--- config.mk ---
export PLATFORM = sky130hd
export DESIGN_NAME = cvxif_coproc_router
export DESIGN_NICKNAME = d
export VERILOG_FILES = /design/src/rtl/cvxif_router_pkg.sv /design/src/rtl/cvxif_router_rr_arb.sv /design/src/rtl/cvxif_coproc_router.sv
export SDC_FILE = /design/constraint.sdc
export NUM_CORES = 1
export LEC_CHECK = 0
export ABC_AREA = 1
export ABC_CLOCK_PERIOD_IN_PS = 2800
export CAP_MARGIN = 0
export CORE_AREA = 2 2 218 220
export DETAILED_ROUTE_END_ITERATION = 6
export DIE_AREA = 0 0 220 222
export PLACE_DENSITY = 0.36
export RECOVER_POWER = 25
export SLEW_MARGIN = 30
export SYNTH_ARGS = -nofsm -noshare
export SYNTH_HDL_FRONTEND = slang
export SYNTH_HIERARCHICAL = 1
export SYNTH_SLANG_ARGS = --single-unit
--- constraint.sdc ---
create_clock -name clk_i -period 2.8 [get_ports clk_i]
set_input_delay 0.7 -clock clk_i [delete_from_list [all_inputs] [get_ports clk_i]]
set_output_delay 0.7 -clock clk_i [all_outputs]
set_load 0.01 [all_outputs]
--- src/rtl/cvxif_router_pkg.sv ---
// Shared definitions for the CV-X-IF coprocessor router.
//   router_cfg_t       : bundle of the router's size parameters
//   CUSTOM0..CUSTOM3   : RISC-V custom major opcodes that channels can own
//   res_t              : result record {id, data, rd, we} at the default widths
//   idx_width()        : width of an index into n items (at least one bit)
package cvxif_router_pkg;

  localparam logic [6:0] CUSTOM0 = 7'b0001011;
  localparam logic [6:0] CUSTOM1 = 7'b0101011;
  localparam logic [6:0] CUSTOM2 = 7'b1011011;
  localparam logic [6:0] CUSTOM3 = 7'b1111011;

  typedef struct packed {
    int unsigned nr_copro;
    int unsigned id_width;
    int unsigned data_width;
    int unsigned max_outstanding;
  } router_cfg_t;

  localparam router_cfg_t DefaultRouterCfg = '{
    nr_copro:        2,
    id_width:        3,
    data_width:      64,
    max_outstanding: 4
  };

  localparam int unsigned ResIdWidth   = DefaultRouterCfg.id_width;
  localparam int unsigned ResDataWidth = DefaultRouterCfg.data_width;

  // Result as seen by the core when the router runs at its default widths.
  typedef struct packed {
    logic [ResIdWidth-1:0]   id;
    logic [ResDataWidth-1:0] data;
    logic [4:0]              rd;
    logic                    we;
  } res_t;

  function automatic int unsigned idx_width(input int unsigned n);
    return (n > 1) ? $clog2(n) : 1;
  endfunction

endpackage

--- src/rtl/cvxif_router_rr_arb.sv ---
// Round-robin arbiter over N requesters.
//   req : request vector
//   ptr : highest-priority requester for this decision
//   gnt : one-hot grant (all zero when nobody requests)
//   idx : binary index of the granted requester (0 when nobody requests)
// Purely combinational; the caller owns and advances the pointer.
module cvxif_router_rr_arb #(
  parameter int unsigned N    = 2,
  parameter int unsigned IdxW = 1
) (
  input  logic [N-1:0]    req,
  input  logic [IdxW-1:0] ptr,
  output logic [N-1:0]    gnt,
  output logic [IdxW-1:0] idx
);

  // Scan offsets 0..N-1 from ptr; the inner loop turns the rotated position
  // back into a constant index so no variable bit-select is needed.
  always_comb begin
    logic found;
    gnt   = '0;
    idx   = '0;
    found = 1'b0;
    for (int i = 0; i < int'(N); i++) begin
      for (int j = 0; j < int'(N); j++) begin
        if (!found && req[j] && ((int'(ptr) + i) % int'(N)) == j) begin
          found  = 1'b1;
          gnt[j] = 1'b1;
          idx    = IdxW'(j);
        end
      end
    end
  end

endmodule

--- src/rtl/cvxif_coproc_router.sv ---
// Routes CV-X-IF issue requests from one core to NrCopro coprocessors by major
// opcode and merges their results onto one registered result channel.
//   clk_i, rst_ni                 : clock, synchronous active-low reset
//   issue_*                       : core issue channel (combinational routing)
//   cp_issue_*, cp_instr/id/rs_o  : per-channel issue valid/ready, broadcast fields
//   cp_res_*                      : per-channel packed results with valid/ready
//   res_*                         : merged result to the core, res_src_o = channel
//   err_o                         : sticky, a channel returned more results than issued
module cvxif_coproc_router import cvxif_router_pkg::*; #(
  parameter int unsigned          NrCopro        = DefaultRouterCfg.nr_copro,
  parameter int unsigned          IdWidth        = DefaultRouterCfg.id_width,
  parameter int unsigned          DataWidth      = DefaultRouterCfg.data_width,
  parameter int unsigned          MaxOutstanding = DefaultRouterCfg.max_outstanding,
  // Channel k owns the opcode in bits [7k+6:7k] (channel 0 in the low bits).
  parameter logic [NrCopro*7-1:0] OpcodeSel      = {CUSTOM1, CUSTOM0},
  localparam int unsigned         SrcW           = idx_width(NrCopro)
) (
  input  logic                           clk_i,
  input  logic                           rst_ni,
  input  logic                           issue_valid_i,
  output logic                           issue_ready_o,
  output logic                           issue_accept_o,
  input  logic [31:0]                    issue_instr_i,
  input  logic [IdWidth-1:0]             issue_id_i,
  input  logic [2*DataWidth-1:0]         issue_rs_i,
  output logic [NrCopro-1:0]             cp_issue_valid_o,
  input  logic [NrCopro-1:0]             cp_issue_ready_i,
  output logic [31:0]                    cp_instr_o,
  output logic [IdWidth-1:0]             cp_id_o,
  output logic [2*DataWidth-1:0]         cp_rs_o,
  input  logic [NrCopro-1:0]             cp_res_valid_i,
  output logic [NrCopro-1:0]             cp_res_ready_o,
  input  logic [NrCopro*IdWidth-1:0]     cp_res_id_i,
  input  logic [NrCopro*DataWidth-1:0]   cp_res_data_i,
  input  logic [NrCopro*5-1:0]           cp_res_rd_i,
  input  logic [NrCopro-1:0]             cp_res_we_i,
  output logic                           res_valid_o,
  input  logic                           res_ready_i,
  output logic [IdWidth-1:0]             res_id_o,
  output logic [DataWidth-1:0]           res_data_o,
  output logic [4:0]                     res_rd_o,
  output logic                           res_we_o,
  output logic [SrcW-1:0]                res_src_o,
  output logic                           err_o
);

  localparam int unsigned CntW = $clog2(MaxOutstanding + 1);

  typedef struct packed {
    logic [IdWidth-1:0]   id;
    logic [DataWidth-1:0] data;
    logic [4:0]           rd;
    logic                 we;
  } entry_t;

  logic [CntW-1:0]    cnt_reg [NrCopro];
  logic [NrCopro-1:0] match, iss_hs, res_hs, underflow;
  logic               hit, full;
  logic [SrcW-1:0]    sel;

  // Issue routing --------------------------------------------------------
  assign cp_instr_o = issue_instr_i;
  assign cp_id_o    = issue_id_i;
  assign cp_rs_o    = issue_rs_i;

  generate
    for (genvar gi = 0; gi < NrCopro; gi++) begin : g_chan
      assign match[gi]     = (issue_instr_i[6:0] == OpcodeSel[gi*7 +: 7]);
      assign iss_hs[gi]    = cp_issue_valid_o[gi] & cp_issue_ready_i[gi];
      assign res_hs[gi]    = cp_res_valid_i[gi] & cp_res_ready_o[gi];
      assign underflow[gi] = res_hs[gi] && (cnt_reg[gi] == '0);
    end
  endgenerate

  // Downward scan so the lowest matching channel is the one left in sel.
  always_comb begin
    hit = 1'b0;
    sel = '0;
    for (int k = int'(NrCopro) - 1; k >= 0; k--) begin
      if (match[k]) begin
        hit = 1'b1;
        sel = SrcW'(k);
      end
    end
  end

  assign full = (cnt_reg[sel] == CntW'(MaxOutstanding));

  // Unrouted opcodes complete at once as rejected; a routed opcode with no
  // credit left stalls the core rather than overflowing the channel.
  always_comb begin
    cp_issue_valid_o = '0;
    issue_ready_o    = 1'b1;
    issue_accept_o   = 1'b0;
    if (hit) begin
      issue_accept_o = 1'b1;
      if (full) begin
        issue_ready_o = 1'b0;
      end else begin
        cp_issue_valid_o[sel] = issue_valid_i;
        issue_ready_o         = cp_issue_ready_i[sel];
      end
    end
  end

  // Credits ----------------------------------------------------------------
  always_ff @(posedge clk_i) begin
    if (!rst_ni) begin
      for (int k = 0; k < int'(NrCopro); k++) cnt_reg[k] <= '0;
      err_o <= 1'b0;
    end else begin
      for (int k = 0; k < int'(NrCopro); k++) begin
        if (iss_hs[k] && !res_hs[k]) begin
          cnt_reg[k] <= cnt_reg[k] + CntW'(1);
        end else if (res_hs[k] && !iss_hs[k] && cnt_reg[k] != '0) begin
          cnt_reg[k] <= cnt_reg[k] - CntW'(1);
        end
      end
      if (|underflow) err_o <= 1'b1;
    end
  end

  // Result merge -------------------------------------------------------------
  logic               res_valid_reg, load;
  entry_t             res_reg, cand;
  logic [SrcW-1:0]    src_reg, rr_ptr_reg, gnt_idx;
  logic [NrCopro-1:0] gnt;

  cvxif_router_rr_arb #(.N(NrCopro), .IdxW(SrcW)) u_arb (
    .req (cp_res_valid_i),
    .ptr (rr_ptr_reg),
    .gnt (gnt),
    .idx (gnt_idx)
  );

  // Loading whenever the slot is empty or being drained gives one result per
  // cycle without a bubble; while stalled no channel sees ready.
  assign load           = !res_valid_reg || res_ready_i;
  assign cp_res_ready_o = load ? gnt : '0;

  always_comb begin
    cand = '0;
    for (int k = 0; k < int'(NrCopro); k++) begin
      if (gnt[k]) begin
        cand.id   = cp_res_id_i[k*IdWidth +: IdWidth];
        cand.data = cp_res_data_i[k*DataWidth +: DataWidth];
        cand.rd   = cp_res_rd_i[k*5 +: 5];
        cand.we   = cp_res_we_i[k];
      end
    end
  end

  always_ff @(posedge clk_i) begin
    if (!rst_ni) begin
      res_valid_reg <= 1'b0;
      res_reg       <= '0;
      src_reg       <= '0;
      rr_ptr_reg    <= '0;
    end else if (load) begin
      if (|cp_res_valid_i) begin
        res_valid_reg <= 1'b1;
        res_reg       <= cand;
        src_reg       <= gnt_idx;
        rr_ptr_reg    <= (gnt_idx == SrcW'(NrCopro - 1)) ? '0 : gnt_idx + SrcW'(1);
      end else begin
        res_valid_reg <= 1'b0;
      end
    end
  end

  assign res_valid_o = res_valid_reg;
  assign res_id_o    = res_reg.id;
  assign res_data_o  = res_reg.data;
  assign res_rd_o    = res_reg.rd;
  assign res_we_o    = res_reg.we;
  assign res_src_o   = src_reg;

  // Handshake stability expected from the core and the coprocessors.
  a_issue_stable: assert property (@(posedge clk_i) disable iff (!rst_ni)
    (issue_valid_i && !issue_ready_o) |=>
      (issue_valid_i && $stable(issue_instr_i) && $stable(issue_id_i) && $stable(issue_rs_i)));

  generate
    for (genvar gi = 0; gi < NrCopro; gi++) begin : g_res_chk
      a_res_stable: assert property (@(posedge clk_i) disable iff (!rst_ni)
        (cp_res_valid_i[gi] && !cp_res_ready_o[gi]) |=>
          (cp_res_valid_i[gi] && $stable(cp_res_id_i[gi*IdWidth +: IdWidth]) &&
           $stable(cp_res_data_i[gi*DataWidth +: DataWidth]) &&
           $stable(cp_res_rd_i[gi*5 +: 5]) && $stable(cp_res_we_i[gi])));
    end
  endgenerate

endmodule

==> results by group, run 1 <==
Status
  – Outcome: finished, final reports clean

Clock network
  – Hold_buf cts: 0
  – TritonCTS clock tree: yes
  – # clock sinks: 83
  – Worst-path clk slew: 60 ps
  – Clk Latency, worst-skew pair: 370 ps
  – Max Root-Sink Buffers: 2
  – CTS Buf Count: 9
  – H-tree Lvls: 3
  – Post-CTS setup buffers: 0
  – Root Buffer Master: clkbuf_16

Critical path
  – Crit-path max FO: 3
  – Type of origin of the critical path: input pin
  – R2R Setup Slk: 610 ps
  – WP data arrival: 2000 ps
  – Setup crit end kind: output pin
  – Worst Path Required: 2100 ps
  – CP Class: in -> out

Die
  – Die Wd: 220 microns
  – Row Count: 79
  – Die Y-Extent: 222 microns
  – Die area: 48800 sq um
  – Io pins: 562
  – Core area: 46300 sq um
  – Starting Density: 10.8%

Finish
  – Layout cell share with drive strength beyond 1: 13.0%
  – Register Area: 1720 sq um
  – Area grow syn2layout: 51.2%
  – Layout net count: 1037
  – Fin area: 7580 sq um
  – Antenna cell count: 0
  – # fillers: 5270
  – Multi-input gate area: 1800 sq um
  – Max reg flops: 64

STA
  – Max-slew violations: 0
  – Max-slew headroom: 54.6%
  – Setup-failing EPs final: 0
  – Hold Fails Final Rpt: 0
  – Final min period: 2700 ps
  – Slew @ Worst Pin: 681 ps
  – Worst setup slack after layout: 101 ps
  – RSZ-0062 raised after global routing: true
  – Clk_skew: 3.58 ps
  – Max Freq: 371 MHz
  – Fin crit share: 96.4%

Power
  – PD cells: 477 nW/um^2
  – Tot Pwr: 3.61 mW
  – Static Leak: 2.75 nW
  – Sw power: 1.04 mW
  – Clock power share: 34.0%
  – Maximum vdd drop: 0.280 mV
  – Sequential power share: 37.8%
  – Comb pwr share: 28.2%
  – Switching Fraction: 28.8%
  – Int Power: 2.57 mW

Placed design
  – I/O Buffers: 249
  – Final weighted congestion in routability-driven placement: 0.713
  – Hpwl dp: 18300 microns
  – Placed inst area: 7280 sq um
  – Dpl ws: -365 ps

Global routing
  – Antenna violations before repair: 0
  – Vias in the first global route: 4638
  – Grt ovf: 0
  – GRT Util Overall: 9.24%
  – Largest net degree at the start of global routing: 65
  – First-pass GRT wire length: 32100 microns

Yosys
  – Syn_nets: 930
  – Async set-reset flop share out of synthesis: 0%
  – Seq/Total Area, Yosys: 34.4%
  – Synth warnings: 6
  – Cell area after synthesis: 5010 sq um
  – Top post-synthesis cells by area: dfxtp_1 (31%), buf_4 (25%), a22oi_1 (11%), a21oi_1 (7.8%), o21ai_0 (6.9%)
  – Post-synth top area cell: dfxtp_1
  – Synth unique cells: 33
  – Cells after Synth: 609
  – Yosys top cell area share: 30.8%
  – Syn avg cell area: 8.23 sq um
  – #FFs+latches synth: 83
  – Number of flops mapped to enable cells by yosys: 6
  – Ys flop type: dfxtp_1

Route
  – Pre-antenna DRT Iters: 4
  – Vias per cell: 3.41
  – Via Count: 4522
  – WL per Instance: 17.5 microns
  – Initial DRC count: 147
  – DRC Markers: 0
  – DRT antenna net count: 0
  – WL final: 23200 microns

Min path
  – HP Class: reg -> reg

Flow run
  – Max-cap check violation count: 0
[kinds of logic (layout without fill, tap and decap cells)]
group	count (synthesis)	after routing	synth area share (%)
DFF	83	83	34.4
and+or+nand+nor	60	60	6.97
xor gates and xnor gates	3	3	0.524
adders and majority gates	4	4	1.15
buffers and inverters	229	341	30.2
AOI/OAI and AO/OA	230	230	26.8
[path summary, 6_finish.rpt]
| path | from | endpoint | depth (start not counted) |
|---|---|---|---|
| worst max-delay path | issue_instr_i[1] | issue_ready_o | 8 |
| worst min-delay path | rr_ptr_reg | rr_ptr_reg | 2 |
| worst max register to register | cnt_reg[1][0] | cnt_reg[0][2] | 14 |
| worst min register to register | rr_ptr_reg | rr_ptr_reg | 2 |
[per-stage QoR]
| step | instances | setup TNS (ps) | hold slack (ps) | utilization, % |
|---|---|---|---|---|
| 2_1_floorplan | 609 | 0 | 457 | - |
| 3_3_place_gp | 1312 | -1880 | 486 | 15.7 |
| 3_5_place_dp | 1312 | -1900 | 496 | 15.7 |
| 4_1_cts | 1328 | 0 | 510 | 16.3 |
| 5_1_grt | 1328 | -31.8 | 549 | 16.4 |
| 6_report | 1328 | 0 | 515 | 16.4 |
[power groups by stage]
stage	logic [mW]	registers (mW)	clock network, mW
6_report	1.02	1.37	1.23
5_1_grt	1.11	1.38	1.34
4_1_cts	1.04	1.37	1.30
3_5_place_dp	1.04	1.39	0
3_3_place_gp	1.05	1.39	0
2_1_floorplan	0.561	1.43	0
[cells in the mapped netlist, drive strengths merged (4+ instances only)]
cell type,number
a22oi,73
nand4,4
nand2,28
edfxtp,6
dfxtp,77
nor2,15
a21oi,79
buf,192
nand3,8
clkbuf,11
o21ai,76
inv,26
[cell usage in the layout, fill, tap and decap left out, types with 4 or more instances in the layout]
master,count
nor2_4,5
nand2_2,6
nor2_2,4
clkbuf_8,4
inv_1,24
dlygate4sd2_1,4
a22oi_1,73
nor2_1,6
a21oi_1,78
nand3_1,5
edfxtp_1,6
nand2_1,20
buf_12,4
o21ai_0,69
buf_4,46
clkbuf_16,9
clkdlybuf4s50_1,240
o21ai_1,6
dfxtp_1,77
[final cells by class]
class	instances	share of cell area, %
sequential	83	22.7
multi-input combinational	297	23.8
clock buffer	15	3.80
timing repair buffer	299	38.3
inverter	26	1.32
clock inverter	1	0.0661
tap	607	10.0
[layer usage]
layer	routed length, microns	global-route usage [%]	vias to the layer above
li1	-	-	2170
met1	8600	9.59	2004
met2	10300	14.2	242
met3	2740	4.65	106
met4	1580	6.99	0
met5	0	0	-
[timing repair]
item	4_1_cts	5_1_grt
gates resized for setup	16	5
pin swaps	0	1
endpoints found under the hold margin	0	0
endpoints found under the setup margin	6	5
[critical path, stage by stage]
cell and delay, ps:
clkdlybuf4s50_1 510, nand2_2 80, nor2_4 150, nand2_2 90, nor2_2 100, a21oi_1 40
o21ai_0 150, buf_2 180
Power figures use the tool's default switching activity.
==> inputs of run 2 (changes only) <==
Settings changed: ABC_AREA 1 to unset, MAX_ROUTING_LAYER set to met4, RECOVER_POWER 25 to unset.
==> run 2 against run 1 <==
  * Largest power group unchanged
  * Sequential power about the same
  * Cell count down 2.7%
  * Synthesized cell count fell by 4.6%
  * Via count up 0.31%
  * Core utilization rose by 0.44 points
  * First-iteration DRC count fell by 18%
==> results by group, run 2 <==
Status
  – Outcome: finished, final reports clean

Finish
  – Area grow syn2layout: 50.1%
  – Layout cell share with drive strength beyond 1: 11.7% (-1.4 points)
  – Layout net count: 1001 (-3.5%)
  – Max reg flops: 64 (unchanged)
  – Antenna cell count: 0 (unchanged)
  – Most common cell after layout, fill and taps aside: clkdlybuf4s50_1
  – Multi-input gate area: 2070 sq um (+15%)
  – # fillers: 5219 (-0.97%)
  – Most frequent cells in the layout: clkdlybuf4s50_1 (241), nor2_1 (77), dfxtp_1 (77)
  – Register Area: 1720 sq um (unchanged)

STA
  – Final Hold Slack: 473 ps (-41.9 ps)
  – RSZ-0062 raised after global routing: false
  – Hold Fails Final Rpt: 0 (unchanged)
  – Fin crit share: 96.8% (+0.39 points)
  – Max-slew headroom: 65.2% (+11 points)
  – Setup-failing EPs final: 0 (unchanged)
  – Slew @ Worst Pin: 523 ps (-159 ps)
  – Max-slew violations: 0 (unchanged)
  – Final min period: 2710 ps (+11.0 ps)
  – Clk_skew: 7.88 ps (+4.29 ps)
  – Worst setup slack after layout: 90.0 ps (-11.0 ps)
  – Max Freq: 369 MHz (-0.41%)

Clock network
  – TritonCTS clock tree: yes
  – # clock sinks: 83 (unchanged)
  – H-tree Lvls: 3 (unchanged)
  – CTS Buf Count: 9 (unchanged)
  – Clk Latency, worst-skew pair: 370 ps (about the same)
  – Hold_buf cts: 0 (unchanged)
  – Worst-path clk slew: 70 ps (about the same)
  – Root Buffer Master: clkbuf_16
  – Max Root-Sink Buffers: 2 (unchanged)

Critical path
  – Slowest stage delay, CP: 480 ps (-30 ps)
  – Reg2Reg Depth: 7 (-7)
  – Crit-path leading delay family: buffers and inverters
  – Critical path depth: 5 (-3)
  – Crit-path max FO: 3 (unchanged)
  – Critical-path top delay cell: clkdlybuf4s50_1
  – WP data arrival: 2010 ps (about the same)
  – Setup crit end kind: output pin
  – Type of origin of the critical path: input pin
  – Worst Path Required: 2100 ps (about the same)
  – CP cell instances: clkdlybuf4s50_1 -> and4b_2 -> nor3b_4 -> o311ai_1 -> clkdlybuf4s15_1
  – CP Class: in -> out
  – Crit path buf inv count: 2 (unchanged)

Yosys
  – Top post-synthesis cells by area: dfxtp_1 (30%), buf_4 (24%), a221oi_1 (12%), nor3b_1 (10%), nor2_1 (5.6%)
  – Syn avg cell area: 8.92 sq um (+8.4%)
  – Ys flop type: dfxtp_1
  – Synth warnings: 6 (unchanged)
  – Seq/Total Area, Yosys: 33.2% (-1.1 points)
  – Synth top cells by count: buf_4 (166), dfxtp_1 (77), nor2_1 (77), nor3b_1 (72), a221oi_1 (71)
  – Synth unique cells: 49 (+48%)
  – Syn_nets: 902 (-3.0%)
  – Most frequent cell after synthesis: buf_4
  – Number of flops mapped to enable cells by yosys: 6 (unchanged)
  – Cells after Synth: 581 (-4.6%)
  – #FFs+latches synth: 83 (unchanged)
  – Async set-reset flop share out of synthesis: 0% (unchanged)
  – Cell area after synthesis: 5180 sq um (+3.4%)
  – Yosys top cell area share: 29.7% (-1.0 points)
  – Post-synth top area cell: dfxtp_1

Die
  – Io pins: 562 (unchanged)
  – Starting Density: 11.2% (+0.37 points)
  – Die area: 48800 sq um (unchanged)
  – Die Wd: 220 microns (unchanged)
  – Core area: 46300 sq um (unchanged)
  – Row Count: 79 (unchanged)
  – Die Y-Extent: 222 microns (unchanged)

Power
  – PD cells: 472 nW/um^2 (-0.89%)
  – Maximum vdd drop: 0.225 mV (-20%)
  – Static Leak: 2.77 nW (+0.67%)

Placed design
  – Dpl ws: -265 ps (+99.3 ps)
  – Hpwl dp: 15700 microns (-14%)
  – Final weighted congestion in routability-driven placement: 0.700 (-1.9%)
  – I/O Buffers: 249 (unchanged)

Global routing
  – First-pass GRT wire length: 29000 microns (-9.9%)
  – GRT Util Overall: 8.42% (-0.82 points)
  – Antenna violations before repair: 0 (unchanged)
  – Grt ovf: 0 (unchanged)
  – Vias in the first global route: 4692 (+1.2%)
  – Largest net degree at the start of global routing: 53 (-18%)

Min path
  – Hold Path Stages: 2 (unchanged)
  – HP Class: reg -> reg

Flow run
  – Max-cap check violation count: 0 (unchanged)

Route
  – DRT antenna net count: 0 (unchanged)
  – DRC Markers: 0 (unchanged)
  – WL per Instance: 15.7 microns (-10%)
  – Vias per cell: 3.51 (+3.1%)
  – Pre-antenna DRT Iters: 5 (+1)
  – WL final: 20200 microns (-13%)
  – Initial DRC count: 121 (-18%)
  – Via Count: 4536 (+0.31%)
==> run 2: changes by cell type after synthesis, moves of 6 or more <==
cell	before	now
a22oi_1	73	1
nor3b_1	0	72
o21ai_0	69	0
nand2_1	21	10
a21oi_1	78	2
clkbuf_1	11	24
a221oi_1	0	71
inv_1	24	8
nor2_1	7	77
nand3_1	6	0
buf_2	27	8
==> run 2: timing repair <==
action / 4_1_cts / 5_1_grt
setup endpoints to repair: 6 / 1
setup buffers: 0 / 1
resized for setup: 9 / 2
endpoints found under the hold margin: 0 / 0
==> run 2: final timing paths <==
kind	start	endpoint	slack, ps
max	issue_instr_i[0]	issue_ready_o	90
min	res_src_o	res_src_o	470
max reg2reg	cnt_reg[0][1]	cnt_reg[0][2]	630
min reg2reg	res_src_o	res_src_o	470
==> run 2: cell type report <==
cell class	instances	area share [%]
Inverter	8	0.386
Clock buffer	10	3.07
Clock inverter	6	0.836
Sequential cell	83	22.1
Tap cell	607	9.76
Timing Repair Buffer	293	37.2
Multi-Input combinational cell	285	26.6
==> run 2: cell families after synthesis <==
kind of cell | share of synthesized area, %
mux | 0.434
simple gates | 20.3
buf+inv | 27.9
flops | 33.2
compound gates | 16.6
fa+ha+maj | 1.11
xor+xnor | 0.338
==> run 2: power by group <==
part	switching [mW]	leakage (nW)	internal, mW
logic	0.438	1.92	0.592
clock network	0.566	0.148	0.715
registers	0.0592	0.701	1.30
total	1.06	2.77	2.61
==> run 2: per-layer routing <==
| metal | routed length, microns | track usage (%) | vias up |
|---|---|---|---|
| met2 | 9860 | 13.5 | 280 |
| met1 | 7550 | 8.26 | 2089 |
| met4 | 737 | 4.76 | 0 |
| met5 | 0 | - | - |
| met3 | 2100 | 4.09 | 69 |
| li1 | - | - | 2098 |
==> run 2: tightest hold or removal path: cells and delay by family (launching register included) <==
kind             cells  cell delay, ps
flip-flops           1             320
AND/OR/NAND/NOR      1              60
AO/OA/AOI/OAI        1              50
==> run 2: through the flow <==
step	utilization [%]	std cells	cell area (sq um)	power, mW	TNS, ps
6_report	16.8	1292	7780	3.67	0
5_1_grt	16.8	1292	7780	3.91	0
4_1_cts	16.8	1291	7760	3.80	0
3_5_place_dp	16.1	1275	7460	2.44	-1090
3_3_place_gp	16.1	1275	7460	2.44	-969
2_1_floorplan	-	581	5180	2.02	0
==> inputs of run 3 (changes only) <==
Settings changed: CTS_CLUSTER_DIAMETER set to 100.
==> results of run 3 <==
The final DEF is identical to that of run 2; final timing and power are the same.
